$ cat config.mk
export PLATFORM = sky130hd
export DESIGN_NAME = uart_tx_arbiter
export DESIGN_NICKNAME = d
export VERILOG_FILES = /design/src/rtl/uart_tx_arbiter.sv
export SDC_FILE = /design/constraint.sdc
export NUM_CORES = 1
export LEC_CHECK = 0
export CAP_MARGIN = 20
export CORE_MARGIN = 2
export CORE_UTILIZATION = 40
export CTS_CLUSTER_SIZE = 28
export DETAILED_ROUTE_END_ITERATION = 8
export PLACE_DENSITY_LB_ADDON = 0.12
export RECOVER_POWER = 50
export SETUP_SLACK_MARGIN = 0.15
export SYNTH_ARGS = -nofsm -noshare
export SYNTH_HDL_FRONTEND = slang
export SYNTH_SLANG_ARGS = --single-unit
$ cat constraint.sdc
create_clock -name i_Clk -period 4.45 [get_ports i_Clk]
set_input_delay 1.1125 -clock i_Clk [delete_from_list [all_inputs] [get_ports i_Clk]]
set_output_delay 1.1125 -clock i_Clk [all_outputs]
set_load 0.02 [all_outputs]
$ cat src/rtl/uart_tx_arbiter.sv
// uart_tx_arbiter: shares one UART transmitter among NUM_REQ byte producers.
// A requester is picked round-robin, and its byte is taken with a one-cycle
// ready pulse. A one-cycle DV strobe then goes to the transmitter, and the
// frame is followed through the transmitter's active and done flags.
// Define UART_ARB_FIXED_PRIO_EN to get fixed lowest-index priority instead
// of round-robin.
`timescale 1ns/1ps

module uart_tx_arbiter #(
  parameter int unsigned NUM_REQ = 4,
  parameter int unsigned GRANT_W = 2
) (
  input  logic                   i_Clk,
  input  logic                   i_Rst,
  input  logic [NUM_REQ-1:0]     i_REQ_VALID,
  input  logic [8*NUM_REQ-1:0]   i_REQ_BYTE,
  output logic [NUM_REQ-1:0]     o_REQ_READY,
  output logic                   o_TX_DV,
  output logic [7:0]             o_TX_BYTE,
  input  logic                   i_TX_ACTIVE,
  input  logic                   i_TX_DONE,
  output logic [GRANT_W-1:0]     o_GRANT_ID,
  output logic                   o_BUSY
);

  localparam logic [1:0] IDLE        = 2'd0;
  localparam logic [1:0] WAIT_ACTIVE = 2'd1;
  localparam logic [1:0] WAIT_DONE   = 2'd2;
  localparam logic [1:0] WAIT_IDLE   = 2'd3;

  logic [1:0]         state_q, state_d;
  logic [NUM_REQ-1:0] ready_q, ready_d;
  logic               dv_q, dv_d;
  logic [7:0]         byte_q, byte_d;
  logic [GRANT_W-1:0] grant_q, grant_d;
  logic               busy_q, busy_d;

  logic               win_found;
  logic [GRANT_W-1:0] win_idx;
  logic               grant_go;

`ifdef UART_ARB_FIXED_PRIO_EN
  // Winner search: lowest-index valid requester
  always_comb begin
    win_found = 1'b0;
    win_idx   = '0;
    for (int unsigned i = 0; i < NUM_REQ; i++) begin
      if (!win_found && i_REQ_VALID[i]) begin
        win_found = 1'b1;
        win_idx   = GRANT_W'(i);
      end
    end
  end
`else
  localparam logic [GRANT_W-1:0] PTR_RST = GRANT_W'(NUM_REQ - 1);

  logic [GRANT_W-1:0] ptr_q, ptr_d;
  int unsigned        cand;

  // Winner search: first valid requester upward from ptr+1, wrapping at NUM_REQ-1
  always_comb begin
    win_found = 1'b0;
    win_idx   = '0;
    cand      = 0;
    for (int unsigned k = 1; k <= NUM_REQ; k++) begin
      cand = int'(ptr_q) + k;
      if (cand >= NUM_REQ) begin
        cand = cand - NUM_REQ;
      end
      if (!win_found && i_REQ_VALID[cand]) begin
        win_found = 1'b1;
        win_idx   = GRANT_W'(cand);
      end
    end
  end

  // Pointer follows the last winner so that it has lowest priority next time
  always_comb begin
    ptr_d = ptr_q;
    if (grant_go) begin
      ptr_d = win_idx;
    end
  end

  // Round-robin pointer register
  always_ff @(posedge i_Clk or posedge i_Rst) begin
    if (i_Rst) begin
      ptr_q <= PTR_RST;
    end else begin
      ptr_q <= ptr_d;
    end
  end
`endif

  // The transmitter must report fully idle before a grant, so a strobe never lands
  // on a frame still in progress. This also covers a frame that outlives a reset.
  assign grant_go = (state_q == IDLE) && win_found && !i_TX_ACTIVE && !i_TX_DONE;

  // Frame-tracking FSM and next values of the registered outputs
  always_comb begin
    state_d = state_q;
    ready_d = '0;
    dv_d    = 1'b0;
    byte_d  = byte_q;
    grant_d = grant_q;
    case (state_q)
      IDLE: begin
        if (grant_go) begin
          ready_d[win_idx] = 1'b1;
          dv_d             = 1'b1;
          byte_d           = i_REQ_BYTE[8*win_idx +: 8];
          grant_d          = win_idx;
          state_d          = WAIT_ACTIVE;
        end
      end
      WAIT_ACTIVE: begin
        if (i_TX_ACTIVE) begin
          state_d = WAIT_DONE;
        end
      end
      WAIT_DONE: begin
        if (i_TX_DONE) begin
          state_d = WAIT_IDLE;
        end
      end
      WAIT_IDLE: begin
        if (!i_TX_DONE) begin
          state_d = IDLE;
        end
      end
      default: state_d = IDLE;
    endcase
    busy_d = (state_d != IDLE);
  end

  // State and output registers
  always_ff @(posedge i_Clk or posedge i_Rst) begin
    if (i_Rst) begin
      state_q <= IDLE;
      ready_q <= '0;
      dv_q    <= 1'b0;
      byte_q  <= '0;
      grant_q <= '0;
      busy_q  <= 1'b0;
    end else begin
      state_q <= state_d;
      ready_q <= ready_d;
      dv_q    <= dv_d;
      byte_q  <= byte_d;
      grant_q <= grant_d;
      busy_q  <= busy_d;
    end
  end

  assign o_REQ_READY = ready_q;
  assign o_TX_DV     = dv_q;
  assign o_TX_BYTE   = byte_q;
  assign o_GRANT_ID  = grant_q;
  assign o_BUSY      = busy_q;

endmodule
Word-level counts from Yosys, hierarchy flattened
Index checks and enable logic that the tools add are counted.

cells by class
  add/sub/neg operators = 8
  magnitude comparators = 10
  equality and inequality tests = 3
  shift operators = 1
  muxes and demuxes = 31
  reductions and logical operators = 15

operators with widths
  kind                 count
  $lt 32x3->1 const B  4
  $mux 32              4
  $shiftx 32x6->8      1
  $mux 2               8
  $sub 3x3->4 const B  3
  $mux 1               11
  $ge 3x3->1 const B   3
  $bmux 1 s2           4
  $mux 4               2
  $pmux 2 s4           1
  $logic_and 1x1->1    7
  $add 2x2->3 const B  2
  $logic_not 1->1      5
  $sub 4x3->5 const B  1
  $add 2x3->4 const B  1
  $eq 2x2->1 const B   2
  $ge 4x3->1 const B   1
  $add 2x1->3 const B  1
  $lt 2x3->1 const B   1
  $demux 1 s2          1
  $eq 2x1->1 const B   1
  $ge 2x1->1 const B   1
  $logic_not 2->1      1
  $reduce_and 2->1     1
  $reduce_bool 2->1    1

storage, ports and cells
  register bits after elaboration = 20
  input bits = 40
  output and inout bits = 16

Longest topological paths before layout
  depth in word-level cells = 21
  mapped depth = 8
  depth with buffers taken out = 7

Worst setup path before layout
No wires, ideal clock.

  path type = input-to-reg
  start = input i_REQ_VALID[0]
  end = register byte_q[4] (netlist: o_TX_BYTE[4])
  setup time = 0.131 ns
  arrival time = 2.238 ns
  data required time = 4.319 ns
  setup slack = 2.081 ns
  stages on the path = 8
  cell sequence = nand2b_1 -> a21bo_1 -> buf_6 -> and3_4 -> buf_6 -> buf_12 -> a211oi_2 -> a211oi_2

between the ends
  cells in the longest elaborated chain, start to end = 16
  elaborated cells on any way between the ends = 27
  those cells by class = shift (1); mux (16); reduce/logical (10)

ends and longest elaborated chain
  item                                                                 line  text
  start: declaration                                                   15    input logic [NUM_REQ-1:0] i_REQ_VALID,
  parallel branches: the longest is 16 deep, another holds $bmux 1 s2  n/a
  end signal: assignment                                               149   byte_q <= byte_d;
  end: declaration                                                     34    logic [7:0] byte_q, byte_d;

Parallel ways; which one is timed is not known. The select of a mux whose other input is x is not followed.
A chain may end at the register's enable or synchronous reset.

Final worst setup path
  start = input i_REQ_VALID[1]
  end = register byte_q[0] (netlist: o_TX_BYTE[0])

Same word-level chain as after synthesis.

==> run_summary.xml <==
<?xml version="1.0" encoding="UTF-8"?>
<metrics>
  <group name="run_status">
    <metric name="run_status" unit="">finished clean</metric>
  </group>
  <group name="worst_setup_path">
    <metric name="critPathSlowestCell" unit="">sky130_fd_sc_hd__nor2_1</metric>
    <metric name="start_kind" unit="">primary input</metric>
    <metric name="r2r_end" unit="">o_TX_BYTE[0]</metric>
    <metric name="crit_path_max_incr_delay" unit="ns">0.74</metric>
    <metric name="timing.critical_path.fanout_max" unit="">11</metric>
    <metric name="crit_type" unit="">in2reg</metric>
    <metric name="worst-r2r-cell-count" unit="">4</metric>
    <metric name="cp_cell_sequence" unit="">dlygate4sd3_1, or2_0, a311o_1, nor2_1, a211oi_2</metric>
    <metric name="critPathRequiredTime" unit="ns">4.59</metric>
    <metric name="rr_startpoint" unit="">ptr_q[1]</metric>
    <metric name="worst_setup_path_endpoint" unit="">o_TX_BYTE[0]</metric>
    <metric name="crit_arrival" unit="ns">3.24</metric>
    <metric name="crit_path_capture_type" unit="">flop</metric>
    <metric name="worst-r2r-setup-slack" unit="ns">2.36</metric>
    <metric name="worstSetupStartpoint" unit="">i_REQ_VALID[1]</metric>
  </group>
  <group name="pwr">
    <metric name="p_sw_share" unit="%">40.07</metric>
    <metric name="peak_ir_drop_on_the_vdd_network" unit="uV">287.3</metric>
    <metric name="netSwitchingPower" unit="mW">0.3357</metric>
    <metric name="seqPwrFrac" unit="%">36.5</metric>
    <metric name="power_frac_clock" unit="%">10.8</metric>
    <metric name="power_leakage" unit="nW">0.7431</metric>
    <metric name="p_comb_share" unit="%">52.7</metric>
    <metric name="powerDensity" unit="nW/um^2">485.9</metric>
    <metric name="power_report.internal_total" unit="mW">0.5021</metric>
    <metric name="post-layout-total-power" unit="mW">0.8378</metric>
  </group>
  <group name="clock_network">
    <metric name="htree_levels" unit="">1</metric>
    <metric name="postCtsSetupBuffers" unit="">0</metric>
    <metric name="cts_tree" unit="">built</metric>
    <metric name="clockRootBuffer" unit="">sky130_fd_sc_hd__clkbuf_4</metric>
    <metric name="clkSlewWorstSetupHoldPaths" unit="ns">0.11</metric>
    <metric name="cts_hold_buf" unit="">0</metric>
    <metric name="cts_buffers" unit="">3</metric>
    <metric name="clk-insertion-delay-late" unit="ns">0.30</metric>
    <metric name="ctsResizeCount" unit="">0</metric>
    <metric name="cts-root-to-sink-buffers" unit="">2</metric>
    <metric name="cts_sinks" unit="">20</metric>
  </group>
  <group name="sta">
    <metric name="layout_min_cycle_time" unit="ns">3.100</metric>
    <metric name="slew_headroom" unit="%">37.58</metric>
    <metric name="clock.fmax" unit="MHz">322.6</metric>
    <metric name="grt_setup_unrepaired" unit="">no</metric>
    <metric name="report.final.slew_viol_count" unit="">0</metric>
    <metric name="worstMarginPinSlew" unit="ns">0.9329</metric>
    <metric name="share_of_the_clock_period_used_by_the_worst_path" unit="%">69.66</metric>
    <metric name="setup-violations-final" unit="">0</metric>
    <metric name="worst_hold_slack" unit="ns">0.5076</metric>
    <metric name="final-hold-violation-count" unit="">0</metric>
    <metric name="finalSetupTns" unit="ns">0</metric>
    <metric name="timing.clock.skew" unit="ns">0.006635</metric>
  </group>
  <group name="finish">
    <metric name="fin_nets" unit="">206</metric>
    <metric name="syn2layout_area_growth" unit="%">45.67</metric>
    <metric name="layout.cells.most_common_list" unit="">sky130_fd_sc_hd__clkdlybuf4s50_1, sky130_fd_sc_hd__dfrtp_1, sky130_fd_sc_hd__nor2_1</metric>
    <metric name="final_common_cell" unit="">sky130_fd_sc_hd__clkdlybuf4s50_1</metric>
    <metric name="final_standard_cell_utilization_of_the_core" unit="%">61.99</metric>
    <metric name="final_layout_size_suffix_gt1_share" unit="%">13.94</metric>
    <metric name="fillerInstances" unit="">256</metric>
    <metric name="layout.cell_area.non_filler" unit="sq um">1724</metric>
    <metric name="antennaDiodeCount" unit="">0</metric>
  </group>
  <group name="yosys">
    <metric name="yosys.area_share.simple" unit="%">13.85</metric>
    <metric name="sequential_share_of_the_synthesized_area" unit="%">42.49</metric>
    <metric name="yosys-mux-area-fraction" unit="%">6.765</metric>
    <metric name="netlist-cell-type-count" unit="">28</metric>
    <metric name="synth.avg_cell_area" unit="sq um">10.47</metric>
    <metric name="synth_compound_area_share" unit="%">27.06</metric>
    <metric name="yosys_register_bits" unit="">20</metric>
    <metric name="synth-xor-area-share" unit="%">0</metric>
    <metric name="synth.net_count" unit="">153</metric>
    <metric name="netlist_area" unit="sq um">1184</metric>
    <metric name="synthAdderAreaFrac" unit="%">0</metric>
    <metric name="postSynthCellCount" unit="">113</metric>
    <metric name="synth.yosys.warnings" unit="">0</metric>
    <metric name="largest_family_of_logic_cells_by_synthesized_area" unit="">compound AO/OA/AOI/OAI gates</metric>
  </group>
  <group name="hold_path">
    <metric name="min-delay-start" unit="">o_GRANT_ID[1]</metric>
    <metric name="min_path_type" unit="">reg2reg</metric>
  </group>
  <group name="floorplan">
    <metric name="die-area" unit="sq um">3410</metric>
    <metric name="chipWidth" unit="um">58.40</metric>
    <metric name="initial_utilization" unit="%">42.56</metric>
    <metric name="fp.dieH" unit="um">58.40</metric>
    <metric name="io_pins" unit="">56</metric>
    <metric name="coreArea" unit="sq um">2781</metric>
    <metric name="placement_rows" unit="">19</metric>
  </group>
  <group name="routing">
    <metric name="wl" unit="um">2952</metric>
    <metric name="drt_iter0_drc" unit="">21</metric>
    <metric name="routed_wire_length_per_instance" unit="um">15.06</metric>
    <metric name="drc_errors" unit="">0</metric>
    <metric name="ant_nets" unit="">0</metric>
    <metric name="via_per_inst" unit="">5.388</metric>
    <metric name="route.vias.total" unit="">1056</metric>
    <metric name="drtPass1Iterations" unit="">4</metric>
  </group>
  <group name="grt">
    <metric name="groute.usage.overall" unit="%">18.73</metric>
    <metric name="largest_net_degree_at_the_start_of_global_routing" unit="">23</metric>
    <metric name="grt_first_pass_wirelength" unit="um">4919</metric>
    <metric name="globalRouteOverflowTotal" unit="">0</metric>
    <metric name="number_of_antenna_violations_at_the_first_check_in_global_routing" unit="">0</metric>
    <metric name="number_of_global_route_vias_before_repair" unit="">1090</metric>
  </group>
  <group name="placement">
    <metric name="numPortBuffers" unit="">55</metric>
    <metric name="place_area" unit="sq um">1698</metric>
    <metric name="dp_hpwl" unit="um">2233</metric>
    <metric name="globalplace.congestion" unit="">0.7587</metric>
  </group>
  <group name="run">
    <metric name="max_cap_violations" unit="">0</metric>
  </group>
</metrics>
==> power groups by stage <==
stage | Clock (mW) | Sequential, mW | Combinational (mW)
3_3_place_gp | 0 | 0.304 | 0.436
4_1_cts | 0.0893 | 0.306 | 0.449
3_5_place_dp | 0 | 0.309 | 0.449
5_1_grt | 0.0988 | 0.317 | 0.475
6_report | 0.0902 | 0.306 | 0.442
2_1_floorplan | 0 | 0.364 | 0.250
==> final cells by class <==
type	count	area, sq um	share of cell area [%]
Tap cell	31	38.79	2.250
Clock buffer	4	26.28	1.524
Timing Repair Buffer	55	550.5	31.93
Sequential cell	20	503.0	29.17
Inverter	11	41.29	2.395
Multi-Input combinational cell	75	564.3	32.73
==> worst max-delay path: cells and delay by family <==
kind | cells | cell delay (ns)
buffers and inverters | 1 | 0.62
AND/OR/NAND/NOR | 2 | 0.96
AO/OA/AOI/OAI | 2 | 0.55
==> cell usage after synthesis <==
library cell                n  area, sq um
sky130_fd_sc_hd__a31oi_1    9        56.30
sky130_fd_sc_hd__a211oi_2  14        175.2
sky130_fd_sc_hd__buf_2      2        10.01
sky130_fd_sc_hd__nand2b_1   4        25.02
sky130_fd_sc_hd__nor2_1    16        60.06
sky130_fd_sc_hd__a21oi_1    3        15.01
sky130_fd_sc_hd__buf_12     1        20.02
sky130_fd_sc_hd__and3_1     1        6.260
sky130_fd_sc_hd__o21ai_2    1        8.760
sky130_fd_sc_hd__a21bo_1    1        10.01
sky130_fd_sc_hd__dfrtp_1   18        450.4
sky130_fd_sc_hd__or2_2      1        6.260
sky130_fd_sc_hd__mux2i_1    8        80.08
sky130_fd_sc_hd__inv_1     11        41.29
sky130_fd_sc_hd__nand2_1    2        7.510
sky130_fd_sc_hd__a311o_1    1        10.01
sky130_fd_sc_hd__a21o_1     3        22.52
sky130_fd_sc_hd__o31ai_1    1        7.510
sky130_fd_sc_hd__nor3_1     2        10.01
sky130_fd_sc_hd__a211oi_1   2        15.01
sky130_fd_sc_hd__or2_0      1        6.260
sky130_fd_sc_hd__nor4_1     1        6.260
sky130_fd_sc_hd__nand2_4    1        11.26
sky130_fd_sc_hd__and2_1     1        6.260
sky130_fd_sc_hd__and3_4     1        11.26
sky130_fd_sc_hd__dfstp_2    2        52.55
sky130_fd_sc_hd__nor3b_1    1        7.510
sky130_fd_sc_hd__buf_6      4        45.04
==> worst min path at each step <==
stage | depth (start not counted) | to
finish | 1 | o_GRANT_ID[1]
detailed placement | 1 | o_GRANT_ID[1]
floorplan | 2 | ptr_q[0]
CTS | 1 | o_GRANT_ID[1]
global route | 1 | o_GRANT_ID[1]
global placement | 1 | o_GRANT_ID[1]
==> kinds of logic (layout without fill, tap and decap cells) <==
group / after synthesis / count (layout)
multiplexers: 8 / 8
flip-flops: 20 / 20
buffers and inverters: 18 / 70
AO/OA/AOI/OAI: 35 / 35
AND/OR/NAND/NOR: 32 / 32
==> stage by stage <==
stage / worst slack (ns) / std cells
2_1_floorplan: 2.081 / 113
3_3_place_gp: 1.206 / 192
3_5_place_dp: 1.127 / 192
4_1_cts: 1.449 / 196
5_1_grt: 1.213 / 196
6_report: 1.350 / 196
==> state kept, by name, summed over array words and instances, names as in the netlist <==
name,count
ptr_q,2
o_BUSY,1
o_GRANT_ID,2
o_TX_BYTE,8
state_q,2
o_TX_DV,1
o_REQ_READY,4
==> layer usage <==
| metal | up-vias | share of wire, % | track usage [%] |
|---|---|---|---|
| met5 | - | 0 | 0 |
| met4 | 0 | 0.91 | 6.977 |
| met3 | 2 | 7.5 | 3.077 |
| met2 | 37 | 50 | 33.07 |
| met1 | 512 | 41 | 22.82 |
| li1 | 505 | - | - |
Note: power is estimated with default switching activity, not from simulation.
